--- config.mk ---
export PLATFORM = sky130hd
export DESIGN_NAME = bcd_down_counter
export DESIGN_NICKNAME = d
export VERILOG_FILES = /design/src/rtl/bcd_down_counter.sv
export SDC_FILE = /design/constraint.sdc
export NUM_CORES = 1
export LEC_CHECK = 0
export ABC_AREA = 1
export BUFFER_PORTS_ARGS = -buffer_cell sky130_fd_sc_hd__clkbuf_2
export CAP_MARGIN = 20
export CORE_AREA = 2 2 59 61
export CTS_BUF_LIST = sky130_fd_sc_hd__clkbuf_8
export DETAILED_ROUTE_END_ITERATION = 16
export DIE_AREA = 0 0 61 63
export PLACE_DENSITY = 0.44
export SETUP_SLACK_MARGIN = 0.02
export SLEW_MARGIN = 10
export SYNTH_ARGS = -nofsm -noshare
export SYNTH_HDL_FRONTEND = slang
export SYNTH_SLANG_ARGS = --single-unit
--- constraint.sdc ---
create_clock -name clk -period 4.66 [get_ports clk]
set_input_delay 1.398 -clock clk [delete_from_list [all_inputs] [get_ports clk]]
set_output_delay 1.398 -clock clk [all_outputs]
set_load 0.02 [all_outputs]
--- src/rtl/bcd_down_counter.sv ---
// Two-digit BCD down-counter stepped by a synchronized, edge-detected button; preset load, wrap/saturate at 00.
// Count, zero and borrow update 2 clk edges after the edge that first samples btn high; load acts on the next edge.
module bcd_down_counter #(
  parameter logic [3:0] RESET_TENS = 4'd9,
  parameter logic [3:0] RESET_ONES = 4'd9
) (
  input  logic       clk,
  input  logic       reset,
  input  logic       btn,
  input  logic       load,
  input  logic [3:0] preset_tens,
  input  logic [3:0] preset_ones,
  input  logic       wrap_en,
  output logic [3:0] tens,
  output logic [3:0] ones,
  output logic       zero,
  output logic       borrow
);

  logic       sync1;
  logic       sync2;
  logic       prev;
  logic       dec;
  logic [3:0] tens_nxt;
  logic [3:0] ones_nxt;
  logic       borrow_nxt;

  assign dec = sync2 & ~prev;

  always_ff @(posedge clk or posedge reset) begin
    if (reset) begin
      sync1 <= 1'b0;
      sync2 <= 1'b0;
      prev  <= 1'b0;
    end else begin
      sync1 <= btn;
      sync2 <= sync1;
      prev  <= sync2;
    end
  end

  // Load wins over a coincident decrement, which is dropped rather than queued.
  always_comb begin
    tens_nxt   = tens;
    ones_nxt   = ones;
    borrow_nxt = 1'b0;
    if (load) begin
      tens_nxt = (preset_tens > 4'd9) ? 4'd9 : preset_tens;
      ones_nxt = (preset_ones > 4'd9) ? 4'd9 : preset_ones;
    end else if (dec) begin
      if (ones != 4'd0) begin
        ones_nxt = ones - 4'd1;
      end else if (tens != 4'd0) begin
        ones_nxt = 4'd9;
        tens_nxt = tens - 4'd1;
      end else begin
        borrow_nxt = 1'b1;
        if (wrap_en) begin
          tens_nxt = 4'd9;
          ones_nxt = 4'd9;
        end
      end
    end
  end

  always_ff @(posedge clk or posedge reset) begin
    if (reset) begin
      tens   <= RESET_TENS;
      ones   <= RESET_ONES;
      zero   <= (RESET_TENS == 4'd0) && (RESET_ONES == 4'd0);
      borrow <= 1'b0;
    end else begin
      tens   <= tens_nxt;
      ones   <= ones_nxt;
      zero   <= (tens_nxt == 4'd0) && (ones_nxt == 4'd0);
      borrow <= borrow_nxt;
    end
  end

endmodule

==> results.toml <==
[clock_network]
cts_hold_buffers = 0
clock-sinks = 13
h_tree_level_count = 1
worst_skew_pair.late_latency_ns = 0.24
tritoncts.num_buffers = 3
tritoncts = "built"
buffer_count_from_post_cts_setup_fixing = 0
path_clk_slew_ns = 0.05
cts_repair_resized_insts = 0
cts.root.buffer_cell = "clkbuf_8"
cts_max_path_buffers = 2

[logic_synthesis]
yosys-top-cells-area = "dfrtp_1, dfstp_2, nand2_1, inv_1, nand3_1"
yosys_warnings = 0
yosys_register_bits = 13
synth_top_flop_cell = "dfrtp_1"
synth_area_um2 = 853
synth-seq-area-share_pct = 38.7
ys_types = 20
yosys.area.top_type = "dfrtp_1"
syn-mean-instance-area_um2 = 7.11
synth_fp_nets = 135
synth_enable_flop_cells = 0
yosys.cell_count.top_type = "nand2_1"
synth-async-reset-ratio_pct = 100
post_synth_most_frequent_cells = "nand2_1, inv_1, nor2_1"
netlist.area_leader.share_pct = 26.4
syn_inst = 120

[route]
drc_errors = 0
detail_route.vias_per_cell = 4.06
number_of_iterations_in_the_first_detailed_routing_pass = 4
routed_wire_length_per_instance_um = 10.0
totalWireLength_um = 1920
ant_nets = 0
vias = 780
violation_count_after_the_first_detailed_route_iteration = 29

[power_and_ir_drop]
pwr_density_cell_nw_per_um2 = 296
seq_power_share_pct = 42.1
power_switching_share_pct = 33.0
power.static_leakage_nw = 0.608
clock_power_share_pct = 31.1
p_int_w = 0.000211
irDropWorstVdd_mv = 0.136
p_sw_w = 0.000104
power.share.combinational_pct = 26.7

[finish]
final.fill_count = 363
area_delta_synth_final_pct = 24.9
postLayoutCoreUtil_pct = 33.0
diodes = 0
fraction_of_final_layout_cells_with_drive_strength_greater_than_1_pct = 28.8
fin_nets = 162

[grt]
global_route.usage.met1_pct = 15.9
globalRouteMet3Util_pct = 2.90
grt.total_usage_pct = 11.7
overflow = 0
grt_met2_usage_pct = 16.4
grt_first_pass_wirelength_um = 3360
busiest_layer = "met2"
antenna_violations_before_repair = 0
grt_max_degree = 14
grt_pass1_vias = 747

[worst_setup_path]
cp-start-kind = "flop"
crit-reg2reg-capture = "zero$_DFF_PP0_"
critical_path.max_stage_delay_ns = 0.56
ff2ff_setup_slack_ns = 2.89
crit_chain = "clkbuf_2"
worstSetupEndpointType = "output port"
cp_required_ns = 3.26
critPathCapture = "ones[3]"
worstPathBufferInverterCount = 1
cp_data_arrival_time_ns = 0.97
top_delay_family_on_crit_path = "flip-flops"
timing.setup.critical_path_class = "reg -> out"
critical_path.max_fanout = 3
rr_startpoint = "tens[0]$_DFF_PP1_"
reg2regPathDepth = 13
critical-path-slowest-cell = "dfstp_2"
crit_path_start = "ones[3]$_DFF_PP1_"
critical_path_depth = 1

[timing]
tns_ns = 0
setup-violations-final = 0
slew_headroom_pct = 66.2
number_of_pins_exceeding_their_max_slew_limit_in_the_final_report = 0
timing.fmax_mhz = 422
min_period_over_period_pct = 50.9
setup_slack_ns = 2.29
hold_viol_final = 0
layout_min_cycle_time_ns = 2.37
worstMarginPinSlew_ns = 0.507
worst_clock_skew_ns = 0.00281
rsz0062_at_grt = "false"

[floorplanning]
die_w_um = 61
fp.dieH_um = 63
core-area_um2 = 3230
start_util_pct = 26.4
placementRows = 21
design.portCount = 23
die-area_um2 = 3840

[placement]
count_of_buffers_from_port_buffering = 22
hpwl_um = 1580
pre_cts_ws_ns = 2.29
finalWeightedCongestion = 0.787

[worst_hold_path]
hold_class = "reg -> reg"

[status]
run_status = "complete, no violations"

[flow_run]
max-cap-violations = 0
==> power groups by stage <==
stage / clock (W) / sequential [W] / combinational, W
global placement: 0 / 0.000135 / 0.0000854
detailed placement: 0 / 0.000135 / 0.0000849
CTS: 0.000102 / 0.000133 / 0.0000855
floorplan: 0 / 0.000143 / 0.0000509
global route: 0.000111 / 0.000134 / 0.0000964
finish: 0.0000981 / 0.000133 / 0.0000843
==> registers in the layout (all words and copies together), names as in the netlist <==
| name | count |
|---|---|
| ones | 4 |
| sync1 | 1 |
| borrow | 1 |
| zero | 1 |
| prev | 1 |
| sync2 | 1 |
| tens | 4 |
==> cells in the final DEF (no fill, tap or decap), drive strengths merged <==
master and instances:
nor2 17, nand4 3, inv 28, nor4 1
dfstp 4, nand2 32, a21oi 5, o21ai 7
a31oi 1, clkbuf 25, ha 2, dfrtp 9
nand3 12
==> metal layers <==
layer	vias up	part of all wire, %
li1	425	-
met1	336	48
met2	15	46
met3	4	4.2
met4	0	2.2
met5	-	0
==> cell type report <==
type	instances	area, um2	area share, %
repair buffers	22	110	10.3
flip-flops and latches	13	330	31.0
clock inverters	1	3.75	0.352
inverters	27	101	9.51
multi-input cells	80	422	39.6
well taps	46	57.6	5.40
clock buffers	3	41.3	3.87
==> logic make-up after synthesis <==
group | count (synthesis) | share of synthesized area (%)
AO/OA/AOI/OAI | 13 | 7.77
AND/OR/NAND/NOR | 65 | 38.7
buffers and inverters | 27 | 11.9
flip-flops | 13 | 38.7
adder cells (fa/ha/maj) | 2 | 2.93
==> worst min-delay path by stage <==
stage | startpoint | to | cells after the start
floorplan | sync1$_DFF_PP0_ | sync2$_DFF_PP0_ | 0
detailed placement | sync1$_DFF_PP0_ | sync2$_DFF_PP0_ | 0
global placement | sync1$_DFF_PP0_ | sync2$_DFF_PP0_ | 0
finish | sync1$_DFF_PP0_ | sync2$_DFF_PP0_ | 0
CTS | sync1$_DFF_PP0_ | sync2$_DFF_PP0_ | 0
global route | sync1$_DFF_PP0_ | sync2$_DFF_PP0_ | 0
==> metrics by stage <==
stage	hold WS [ns]	total power, W	cells	area, um2
6_report	0.349	0.000315	192	1070
5_1_grt	0.366	0.000342	192	1070
2_1_floorplan	0.331	0.000194	120	853
3_3_place_gp	0.333	0.000220	188	1020
3_5_place_dp	0.341	0.000220	188	1020
4_1_cts	0.354	0.000321	192	1070
Note: power is estimated with default switching activity, not from simulation.
